==> src/rtl/clock_mode_ctrl.sv <==
// Mode/time-setting controller for the six-digit clock: 1 Hz enables, user-mode FSM,
// hour/minute increment with press-and-hold auto-repeat, and display blink masks.
module clock_mode_ctrl #(
    parameter int TICK_DIV     = 50_000_000,
    parameter int BLINK_HALF   = 12_500_000,
    parameter int REPEAT_DELAY = 25_000_000,
    parameter int REPEAT_RATE  = 5_000_000
) (
    input  logic       clk,
    input  logic       res,
    input  logic       btn_mode,
    input  logic       btn_plus,
    input  logic       btn_start,
    output logic       tick_en,
    output logic       sec_clr,
    output logic       inc_min,
    output logic       inc_hour,
    output logic       chrono_tick,
    output logic       chrono_clr,
    output logic       chrono_run,
    output logic [2:0] blink_mask,
    output logic [1:0] mode
);
    localparam int TW   = $clog2(TICK_DIV);
    localparam int BW   = (BLINK_HALF > 1) ? $clog2(BLINK_HALF) : 1;
    localparam int RMAX = (REPEAT_DELAY > REPEAT_RATE) ? REPEAT_DELAY : REPEAT_RATE;
    localparam int RW   = (RMAX > 1) ? $clog2(RMAX) : 1;

    localparam logic [TW-1:0] TICK_LAST  = TW'(TICK_DIV - 1);
    localparam logic [BW-1:0] BLINK_LAST = BW'(BLINK_HALF - 1);
    localparam logic [RW-1:0] DELAY_LAST = RW'(REPEAT_DELAY - 1);
    localparam logic [RW-1:0] RATE_LAST  = RW'(REPEAT_RATE - 1);

    typedef enum logic [1:0] {
        ST_RUN      = 2'b00,
        ST_SET_HOUR = 2'b01,
        ST_SET_MIN  = 2'b10,
        ST_CHRONO   = 2'b11
    } state_t;

    state_t          state_reg, state_next;
    logic [2:0]      meta_reg, sync_reg, dly_reg, rise_reg;
    logic [TW-1:0]   tick_cnt_reg;
    logic [BW-1:0]   blink_cnt_reg;
    logic            phase_reg, phase_next;
    logic [RW-1:0]   rep_cnt_reg;
    logic            rep_active_reg, repeating_reg;

    logic mode_rise, plus_rise, start_rise, plus_held, in_set, base;
    logic rep_fire, inc_next, clr_next, toggle_next, sec_clr_next, restart;

    // Button bits: 0 = mode, 1 = plus, 2 = start
    assign mode_rise  = rise_reg[0];
    assign plus_rise  = rise_reg[1];
    assign start_rise = rise_reg[2];
    // The delay flop is the button level aligned with the registered rise
    assign plus_held  = dly_reg[1];
    assign in_set     = (state_reg == ST_SET_HOUR) || (state_reg == ST_SET_MIN);
    assign base       = (tick_cnt_reg == TICK_LAST);
    assign mode       = state_reg;

    assign rep_fire = rep_active_reg && plus_held &&
                      (repeating_reg ? (rep_cnt_reg == RATE_LAST) : (rep_cnt_reg == DELAY_LAST));

    always_comb begin
        state_next   = state_reg;
        sec_clr_next = 1'b0;
        inc_next     = 1'b0;
        clr_next     = 1'b0;
        toggle_next  = 1'b0;
        if (mode_rise) begin
            // A mode press wins; any same-cycle plus/start rise is dropped
            case (state_reg)
                ST_RUN:      state_next = ST_SET_HOUR;
                ST_SET_HOUR: state_next = ST_SET_MIN;
                ST_SET_MIN: begin
                    state_next   = ST_RUN;
                    sec_clr_next = 1'b1;
                end
                default:     state_next = ST_RUN;
            endcase
        end else begin
            case (state_reg)
                ST_RUN:      if (start_rise) state_next = ST_CHRONO;
                ST_SET_HOUR,
                ST_SET_MIN:  inc_next = plus_rise || rep_fire;
                default: begin
                    clr_next    = plus_rise && !chrono_run;
                    toggle_next = start_rise;
                end
            endcase
        end
        restart = (state_next != state_reg) || inc_next;
        if (restart)
            phase_next = 1'b0;
        else if (blink_cnt_reg == BLINK_LAST)
            phase_next = !phase_reg;
        else
            phase_next = phase_reg;
    end

    always_ff @(posedge clk) begin
        if (res) begin
            meta_reg       <= 3'b111;
            sync_reg       <= 3'b111;
            dly_reg        <= 3'b111;
            rise_reg       <= 3'b000;
            state_reg      <= ST_RUN;
            tick_cnt_reg   <= '0;
            blink_cnt_reg  <= '0;
            phase_reg      <= 1'b0;
            rep_cnt_reg    <= '0;
            rep_active_reg <= 1'b0;
            repeating_reg  <= 1'b0;
            tick_en        <= 1'b0;
            sec_clr        <= 1'b0;
            inc_min        <= 1'b0;
            inc_hour       <= 1'b0;
            chrono_tick    <= 1'b0;
            chrono_clr     <= 1'b0;
            chrono_run     <= 1'b0;
            blink_mask     <= 3'b000;
        end else begin
            meta_reg <= {btn_start, btn_plus, btn_mode};
            sync_reg <= meta_reg;
            dly_reg  <= sync_reg;
            rise_reg <= sync_reg & ~dly_reg;

            state_reg <= state_next;

            if (sec_clr_next || base)
                tick_cnt_reg <= '0;
            else
                tick_cnt_reg <= tick_cnt_reg + TW'(1);

            tick_en     <= base && !in_set;
            chrono_tick <= base && chrono_run;
            chrono_run  <= chrono_run ^ toggle_next;
            chrono_clr  <= clr_next;
            sec_clr     <= sec_clr_next;
            inc_hour    <= inc_next && (state_reg == ST_SET_HOUR);
            inc_min     <= inc_next && (state_reg == ST_SET_MIN);

            if ((state_next != state_reg) || !plus_held || !in_set) begin
                rep_active_reg <= 1'b0;
                repeating_reg  <= 1'b0;
                rep_cnt_reg    <= '0;
            end else if (plus_rise) begin
                rep_active_reg <= 1'b1;
                repeating_reg  <= 1'b0;
                rep_cnt_reg    <= '0;
            end else if (rep_active_reg) begin
                if (rep_fire) begin
                    repeating_reg <= 1'b1;
                    rep_cnt_reg   <= '0;
                end else begin
                    rep_cnt_reg <= rep_cnt_reg + RW'(1);
                end
            end

            if (restart || (blink_cnt_reg == BLINK_LAST))
                blink_cnt_reg <= '0;
            else
                blink_cnt_reg <= blink_cnt_reg + BW'(1);
            phase_reg <= phase_next;

            case (state_next)
                ST_SET_HOUR: blink_mask <= {phase_next, 2'b00};
                ST_SET_MIN:  blink_mask <= {1'b0, phase_next, 1'b0};
                default:     blink_mask <= 3'b000;
            endcase
        end
    end
endmodule
==> config.mk <==
export PLATFORM = sky130hd
export DESIGN_NAME = clock_mode_ctrl
export DESIGN_NICKNAME = d
export VERILOG_FILES = /design/src/rtl/clock_mode_ctrl.sv
export SDC_FILE = /design/constraint.sdc
export NUM_CORES = 1
export LEC_CHECK = 0
export BUFFER_PORTS_ARGS = -buffer_cell sky130_fd_sc_hd__clkbuf_2
export CORE_AREA = 2 2 116 118
export DETAILED_ROUTE_END_ITERATION = 6
export DIE_AREA = 0 0 118 120
export HOLD_SLACK_MARGIN = 0.05
export PLACE_DENSITY = 0.51
export SYNTH_ARGS = -nofsm -noshare
export SYNTH_HDL_FRONTEND = slang
export SYNTH_SLANG_ARGS = --single-unit
==> constraint.sdc <==
create_clock -name clk -period 2.5 [get_ports clk]
set_input_delay 0.5 -clock clk [delete_from_list [all_inputs] [get_ports clk]]
set_output_delay 0.5 -clock clk [all_outputs]
set_load 0.02 [all_outputs]
==> Yosys cells after proc, flatten, opt, wreduce, memory -nomap -nowiden <==
Cells that the tools add are included.
{ "totals": {"reg_bits": 102, "out_inout_bits": 12} }
{ "op_classes": {"n_addsub": 3, "n_eq_ne": 9, "mux": 15, "bitwise_logic": 3, "reduce_logical": 27} }
{ "ops": {"columns": ["cell", "n"], "rows": [
  ["adder 26 x 1 -> 26 bit (second input constant)", 1],
  ["equality test 26 bit (second input constant)", 1],
  ["adder 25 x 1 -> 25 bit (second input constant)", 1],
  ["equality test 25 x 23 -> 1 bit (second input constant)", 1],
  ["equality test 25 bit (second input constant)", 1],
  ["2-to-1 mux 25 bit", 1],
  ["adder 24 x 1 -> 24 bit (second input constant)", 1],
  ["equality test 24 bit (second input constant)", 1],
  ["2-to-1 mux 1 bit", 9],
  ["OR reduction 2 bit", 4],
  ["logical AND 1 bit", 7],
  ["logical OR 1 bit", 7],
  ["2-to-1 mux 2 bit", 3],
  ["one-hot mux 3 bit (2 select lines)", 1],
  ["OR reduction 3 bit", 2],
  ["OR reduction 5 bit", 1],
  ["equality test 2 x 1 -> 1 bit (second input constant)", 2],
  ["equality test 2 bit (second input constant)", 2],
  ["zero test 1 bit", 4],
  ["one-hot mux 2 bit (2 select lines)", 1],
  ["AND 3 bit", 1],
  ["inverter 3 bit", 1],
  ["zero test 2 bit", 1],
  ["inequality test 2 bit", 1],
  ["other kinds (2)", 2]
]} }

==> Depth between registers and ports, before layout <==
Gate-level depths: netlist of the first run.
{ "depth": {"ltp_word": 9, "mapped_depth": 8} }

==> Worst setup path after synthesis of the first run <==
No wires, ideal clock.
{ "synth_path": {"path_type": "reg2reg", "from": "reg state_reg[1] (netlist: mode[1])", "to": "reg rep_cnt_reg[6]", "setup_time_ns": 0.064, "t_arrival_ns": 1.936, "t_required_ns": 2.436, "slack_ns": 0.500, "stages_incl_launch_ff": 9, "period_less_slack_ns": 2.000, "cell_sequence": "dfxtp_1 -> inv_1 -> ha_1 -> xor2_1 -> o21ai_0 -> nand3_1 -> or2_4 -> buf_6 -> nor2_1"} }
{ "synth_via": {"elab_chain_cells": 7} }
{ "synth_lines": {"columns": ["item", "line_no", "rtl"], "rows": [
  ["start, declared", "41", "state_t state_reg, state_next;"],
  ["start signal, assigned", "129", "state_reg <= state_next;"],
  ["equality test 2 x 1 -> 1 bit, or another cell as far along", "58, 73", null],
  ["one-hot mux 2 bit (2 select lines) / 2-to-1 mux 2 bit (equally long branches)", "73, 83", null],
  ["2-to-1 mux 2 bit", "71", "if (mode_rise) begin"],
  ["inequality test 2 bit", "144", "if ((state_next != state_reg) || !plus_held || !in_set) begin"],
  ["logical OR 1 bit", "144", null],
  ["logical OR 1 bit (*)", "144", null],
  ["OR reduction 3 bit (no source line) (*)", null, null],
  ["end signal, assigned", "157", "rep_cnt_reg <= rep_cnt_reg + RW'(1);"],
  ["end, declared", "46", "logic [RW-1:0] rep_cnt_reg;"]
]} }
Every way passes the cells marked *; elsewhere a longest branch is shown, timed or not.
A chain may end at the register's enable or synchronous reset.

==> Worst setup path in the final report of the first run <==
{ "layout_path": {"from": "reg state_reg[1] (netlist: mode[1])", "to": "reg rep_cnt_reg[8]"} }
The elaborated chain is that of the path after synthesis.

==> results of run 1 <==
-- synth_stat cells, types with 5 or more instances --
cell type    n  area, um^2
xor2_1      46         403
and4_1       5        43.8
dfxtp_1    101        2020
nor3_1       9        45.0
nor3b_1      8        60.1
nand2_1     32         120
nand3_1     26         130
a21oi_1      7        35.0
or2_2        9        56.3
and3_1      12        75.1
nor2_1      96         360
clkbuf_1     5        18.8
ha_1         9         113
nand4_1     27         169
nor4_1       7        43.8
xnor2_1     26         228
inv_1       11        41.3
-- worst paths after layout --
kind                            startpoint              to  slack [ns]
worst min register to register  dly_reg[2]     rise_reg[2]        0.39
worst min-delay path             btn_start     meta_reg[2]        0.33
worst max register to register     mode[1]  rep_cnt_reg[8]        0.32
worst max-delay path               mode[1]  rep_cnt_reg[8]        0.32
-- worst max-delay path: cells and delay by family, from the launching register on --
| kind | cells | cell delay [ns] |
|---|---|---|
| flip-flops | 1 | 0.47 |
| adder cells (fa/ha/maj) | 1 | 0.23 |
| AND/OR/NAND/NOR | 3 | 0.88 |
| buffers and inverters | 1 | 0.11 |
| XOR/XNOR | 1 | 0.14 |
| AO/OA/AOI/OAI | 1 | 0.30 |
-- final cells by class --
class	instances	area [um^2]	area share, %
clock inverters	6	70.1	1.41
inverters	11	41.3	0.829
clock buffers	10	239	4.80
well taps	176	220	4.42
repair buffers	20	125	2.51
multi-input cells	356	2260	45.4
flip-flops and latches	101	2020	40.6
-- where the power goes --
| part | switching [mW] | total, mW | internal, mW |
|---|---|---|---|
| sequential | 0.0149 | 1.64 | 1.62 |
| combinational | 0.0487 | 0.0783 | 0.0297 |
| clock | 0.622 | 1.43 | 0.808 |
-- routing by layer --
metal  vias to the layer above  global-route usage [%]  share of wire, %
li1                       1672                       -                 -
met1                      1487                    16.3                49
met2                        21                    21.0                47
met3                        11                    4.18               2.9
met4                         0                    4.67               1.4
met5                         -                       0                 0
-- cell families after synthesis --
kind of cell,Yosys count,synth area share [%]
flops,101,45.9
buf+inv,22,2.67
compound gates,16,2.87
other cells,1,0.0852
fa+ha+maj,9,2.56
xor+xnor,72,14.3
simple gates,258,31.6
==> results.txt, run 1 <==
----------------------------------------------------
[Outcome]
  Outcome ... finished clean

[GRT]
  Antenna violations before repair ... 0
  Global-route wire length before repair ... 14900 um
  Maximum number of pins on one net before global-route repair ... 25
  Gr ovfl total ... 0
  Number of global-route vias before repair ... 3177
  GRT Total Usage ... 13.0%

[Cells and area]
  Diodes inserted ... 0
  Fill cell instance count of the final layout ... 1328
  Fin util ... 38.4%
  Design area ... 4980 um^2
  Flip-flop count of the largest register, all copies and words added ... 26
  Total number of nets in the final design ... 513
  Most frequent cells in the layout ... 101 x dfxtp_1, 96 x nor2_1, 46 x xor2_1
  Fraction of layout instances using a drive strength above 1 ... 12.1%
  Syn-to-layout area delta ... 13.1%
  Most common library cell in the layout ignoring fill and taps ... dfxtp_1
  Non-Filler Instances ... 680

[Timing]
  Final Max Slew Viols ... 0
  Smallest setup slack after layout ... 0.317 ns
  Setup-failing EPs final ... 0
  Final-report hold violation count ... 0
  Final worst-path cycle share ... 87.3%
  Achievable clock frequency ... 458 MHz
  Unrepaired setup endpoints after global routing ... false
  Crit path time final ... 2.18 ns
  Post-Route Skew ... 0.00658 ns
  Worst hold slack across all endpoints ... 0.331 ns
  Setup tns final ... 0 ns

[Worst setup path]
  Slowest stage cell, crit path ... dfxtp_1
  Critical path start-end classification ... register to register
  Delay of the slowest cell on the worst path ... 0.47 ns
  Endpoint arrival time on the critical path ... 2.47 ns
  Crit path capture type ... register
  Critical Path, Cell by Cell ... inv_1 > ha_1 > xor2_1 > o21ai_0 > nand3_1 > or2_4 > nor2_1
  Data required time of the critical path ... 2.79 ns
  Cell depth of the worst flop-to-flop path ... 7
  Critical path fanouts, max ... 22
  Kind of start point of the critical path ... register

[Floorplanning]
  Starting density of the core ... 33.9%
  Horizontal die dimension ... 118 um
  Number of I/O pins ... 17
  Floorplan Core Area ... 13000 um^2
  Die Span Y ... 120 um
  Core Rows ... 42
  DIE AREA ... 14200 um^2

[Min path]
  Number of stages on the worst hold path ... 2
  Type of the worst min-delay path ... input pin to register

[Clock network]
  Worst skew pair latency ... 0.35 ns
  Number of buffers added by the clock tree synthesis step ... 9
  Clock Pin Slew Worst Setup and Hold Paths ... 0.07 ns
  Number of buffers inserted to repair setup after CTS ... 0
  Clock sink total ... 101
  Count of hold buffers inserted by post-cts repair ... 0
  Clk buf depth ... 2
  TritonCTS clock tree ... built
  Htree depth ... 3
  Gates resized, CTS repair ... 0
  Clock tree root driver cell ... clkbuf_16

[Routing]
  Number of optimization iterations in the first detailed-route pass ... 4
  Drt total wl ... 8340 um
  Number of DRC markers after the initial detailed-route iteration ... 283
  Post-route DRC ... 0
  Remaining number of nets flagged by the antenna check after routing ... 0
  Via total after detailed routing ... 3191
  Vias per std cell ... 4.69
  Post-DR wirelength/cell ... 12.3 um

[Pwr]
  Peak supply drop ... 0.000316 V
  Final total power ... 3.15 mW
  Power density of the placed cells ... 632 nW/um^2
  Static leakage ... 1.75 nW

[Logic synthesis]
  Post-Synthesis Cells ... 479
  Total standard cell area after synthesis ... 4400 um^2
  Share of flip-flops with an asynchronous set or reset after synthesis ... 0%
  Sequential fraction of the synthesis area ... 45.9%
  Netlist cell types ... 46
  Mean Syn Cell Area ... 9.19 um^2
  Top_reg_cell synth ... dfxtp_1
  Number of synthesis warnings ... 0
  Synth Net Count ... 493
  Post-synth EDFFs ... 0
  Register bit total from synthesis ... 101

[Job]
  Maximum Capacitance Violations ... 0

[Placement]
  Minimum setup slack after placement ... 0.314 ns
  # placed instances ... 664
  Cell area after placement ... 4670 um^2
  Post-DP HPWL ... 5890 um
  Routability congestion estimate from global placement ... 0.790
  Port buffer count ... 15

----------------------------------------------------
Power figures use the tool's default switching activity.
==> run 2, diff against run 1 <==
--- a/config.mk
+++ b/config.mk
@@ -11,6 +11,8 @@
 export DIE_AREA = 0 0 118 120
 export HOLD_SLACK_MARGIN = 0.05
 export PLACE_DENSITY = 0.51
+export REMOVE_ABC_BUFFERS = 1
+export SETUP_SLACK_MARGIN = 0.5
 export SYNTH_ARGS = -nofsm -noshare
 export SYNTH_HDL_FRONTEND = slang
 export SYNTH_SLANG_ARGS = --single-unit
==> run 2 against run 1 <==
Effect of this change:
- clock power shrank 3%
- routed wire length grew 4.8%
- critical path type unchanged
- power shrank 0.89%
- flip-flop and latch count is the same
- first-iteration DRC count shrank 72%
==> results.txt, run 2 (same netlist as run 1, synthesis figures left out) <==
----------------------------------------------------
[GRT]
  Antenna violations before repair ... 0 (unchanged)
  Global-route wire length before repair ... 14800 um (was 14900 um)
  GRT Total Usage ... 12.8% (was 13.0%)
  Number of global-route vias before repair ... 3119 (was 3177)
  Layer carrying the most global-route usage ... met2 (unchanged)
  Global-route met3 utilization ... 2.90% (was 4.18%)
  Maximum number of pins on one net before global-route repair ... 25 (unchanged)
  Gr ovfl total ... 0 (unchanged)
  Met2 Track Usage GR ... 19.7% (was 21.0%)
  Met1 Resource Use GR ... 17.3% (was 16.3%)

[Timing]
  Unrepaired setup endpoints after global routing ... false (unchanged)
  Crit path time final ... 1.92 ns (was 2.18 ns)
  Slew at the pin closest to its max-slew limit ... 0.496 ns
  Smallest setup slack after layout ... 0.581 ns (was 0.317 ns)
  Post-Route Skew ... 0.00973 ns (was 0.00658 ns)
  Setup-failing EPs final ... 0 (unchanged)
  Rel. slew slack ... 66.7%
  Final Max Slew Viols ... 0 (unchanged)
  Setup tns final ... 0 ns (unchanged)
  Final-report hold violation count ... 0 (unchanged)
  Final worst-path cycle share ... 76.8% (was 87.3%)
  Achievable clock frequency ... 521 MHz (was 458 MHz)

[Worst setup path]
  Data required time of the critical path ... 2.74 ns (was 2.79 ns)
  Endpoint arrival time on the critical path ... 2.16 ns (was 2.47 ns)
  Critical path fanouts, max ... 5 (was 22)
  Delay of the slowest cell on the worst path ... 0.61 ns (was 0.47 ns)
  Kind of start point of the critical path ... register (unchanged)
  Critical path start-end classification ... register to register (unchanged)
  Critical Path, Cell by Cell ... ha_1 > nand4_2 > or4_4 > nor3_1 > xnor2_1 > nor2_1 (was inv_1 > ha_1 > xor2_1 > o21ai_0 > nand3_1 > or2_4 > nor2_1)
  Slowest stage cell, crit path ... or4_4 (was dfxtp_1)
  Crit path capture type ... register (unchanged)

[Clock network]
  Clock Pin Slew Worst Setup and Hold Paths ... 0.07 ns (about the same)
  Worst skew pair latency ... 0.35 ns (about the same)
  Clock sink total ... 101 (unchanged)
  Htree depth ... 3 (unchanged)
  Clk buf depth ... 2 (unchanged)
  TritonCTS clock tree ... built (unchanged)
  Clock tree root driver cell ... clkbuf_16 (unchanged)
  Number of buffers added by the clock tree synthesis step ... 9 (unchanged)

[Floorplanning]
  Number of I/O pins ... 17 (unchanged)
  DIE AREA ... 14200 um^2 (unchanged)
  Die Span Y ... 120 um (unchanged)
  Core Rows ... 42 (unchanged)
  Floorplan Core Area ... 13000 um^2 (unchanged)
  Horizontal die dimension ... 118 um (unchanged)
  Starting density of the core ... 33.9% (unchanged)

[Routing]
  Post-DR wirelength/cell ... 12.7 um (was 12.3 um)
  Vias per std cell ... 4.76 (was 4.69)
  Drt total wl ... 8740 um (was 8340 um)
  Number of DRC markers after the initial detailed-route iteration ... 78 (was 283)
  Post-route DRC ... 0 (unchanged)
  Remaining number of nets flagged by the antenna check after routing ... 0 (unchanged)
  Via total after detailed routing ... 3277 (was 3191)
  Number of optimization iterations in the first detailed-route pass ... 4 (unchanged)

[Cells and area]
  Syn-to-layout area delta ... 16.5% (was 13.1%)
  Diodes inserted ... 0 (unchanged)
  Total number of nets in the final design ... 522 (was 513)
  Fill cell instance count of the final layout ... 1319 (was 1328)
  Most common library cell in the layout ignoring fill and taps ... nor2_1 (was dfxtp_1)
  Fraction of layout instances using a drive strength above 1 ... 16.2% (was 12.1%)
  Most frequent cells in the layout ... 96 x nor2_1, 95 x dfxtp_1, 46 x xor2_1 (was 101 x dfxtp_1, 96 x nor2_1, 46 x xor2_1)
  Flip-flop count of the largest register, all copies and words added ... 26 (unchanged)
  Fin util ... 39.5% (was 38.4%)

[Placement]
  Port buffer count ... 15 (unchanged)
  Routability congestion estimate from global placement ... 0.796 (was 0.790)
  Post-DP HPWL ... 5820 um (was 5890 um)
  Minimum setup slack after placement ... 0.358 ns (was 0.314 ns)

[Pwr]
  Static leakage ... 1.82 nW (was 1.75 nW)
  Power density of the placed cells ... 608 nW/um^2 (was 632 nW/um^2)
  Peak supply drop ... 0.000279 V (was 0.000316 V)

[Min path]
  Type of the worst min-delay path ... input pin to register (unchanged)

[Job]
  Maximum Capacitance Violations ... 0 (unchanged)

[Outcome]
  Outcome ... finished clean (unchanged)

----------------------------------------------------
[run 2: cell types whose count changed in the layout (fill, tap and decap cells not counted), moves of 2 or more]
cell,delta
buf_4,+5
nor4bb_1,-3
dfxtp_2,+6
dfxtp_1,-6
a211o_4,+2
nor4bb_4,+2
nand3_1,-2
nand3_2,+2
[run 2: path summary, 6_finish.rpt]
path                       endpoint              from  slack, ns  depth (start not counted)
setup / recovery  blink_cnt_reg[22]  blink_cnt_reg[0]       0.58                          6
hold / removal          meta_reg[2]         btn_start       0.33                          2
setup reg to reg  blink_cnt_reg[22]  blink_cnt_reg[0]       0.58                          6
hold reg to reg         rise_reg[0]        dly_reg[0]       0.39                          1
[run 2: routing by layer]
| layer | wire length [um] | vias up |
|---|---|---|
| met5 | 0 | - |
| met4 | 95 | 0 |
| met3 | 204 | 6 |
| met2 | 3920 | 26 |
| met1 | 4520 | 1549 |
| li1 | - | 1696 |
[run 2: where the power goes]
part,total [mW],switching (mW),leakage (nW),internal (mW)
Clock,1.39,0.611,0.135,0.775
Combinational,0.0946,0.0560,0.864,0.0386
Sequential,1.64,0.0147,0.819,1.62
[run 2: stage by stage]
step / instance area [um^2] / hold slack [ns] / std cells / power (mW)
after floorplan: 4330 / 0.371 / 468 / 1.73
final: 5130 / 0.329 / 688 / 3.12
after global routing: 5130 / 0.329 / 688 / 3.25
after CTS: 5000 / 0.317 / 683 / 3.15
after global placement: 4690 / 0.380 / 667 / 1.76
after detailed placement: 4690 / 0.384 / 667 / 1.76
[run 2: timing repair]
item | in CTS | in global routing
pin swaps | 0 | 4
setup endpoints to repair | 46 | 69
buffers inserted | 0 | 3
hold buffers | 0 | 0
resized for setup | 4 | 19
cloned | 1 | 2
hold endpoints to repair | 0 | 0
[run 2: worst max-delay path, delay by kind of cell, from the launching register on]
family / cells / cell delay (ns)
and+or+nand+nor: 4 / 1.08
xor gates and xnor gates: 1 / 0.14
adders and majority gates: 1 / 0.24
DFF: 1 / 0.37
[run 2: final cells by class]
cell class	instances	area [um^2]	area share [%]
well taps	176	220	4.29
flip-flops and latches	101	2030	39.6
inverters	11	41.3	0.805
clock inverters	5	62.6	1.22
clock buffers	10	229	4.46
multi-input cells	359	2370	46.3
repair buffers	26	174	3.39
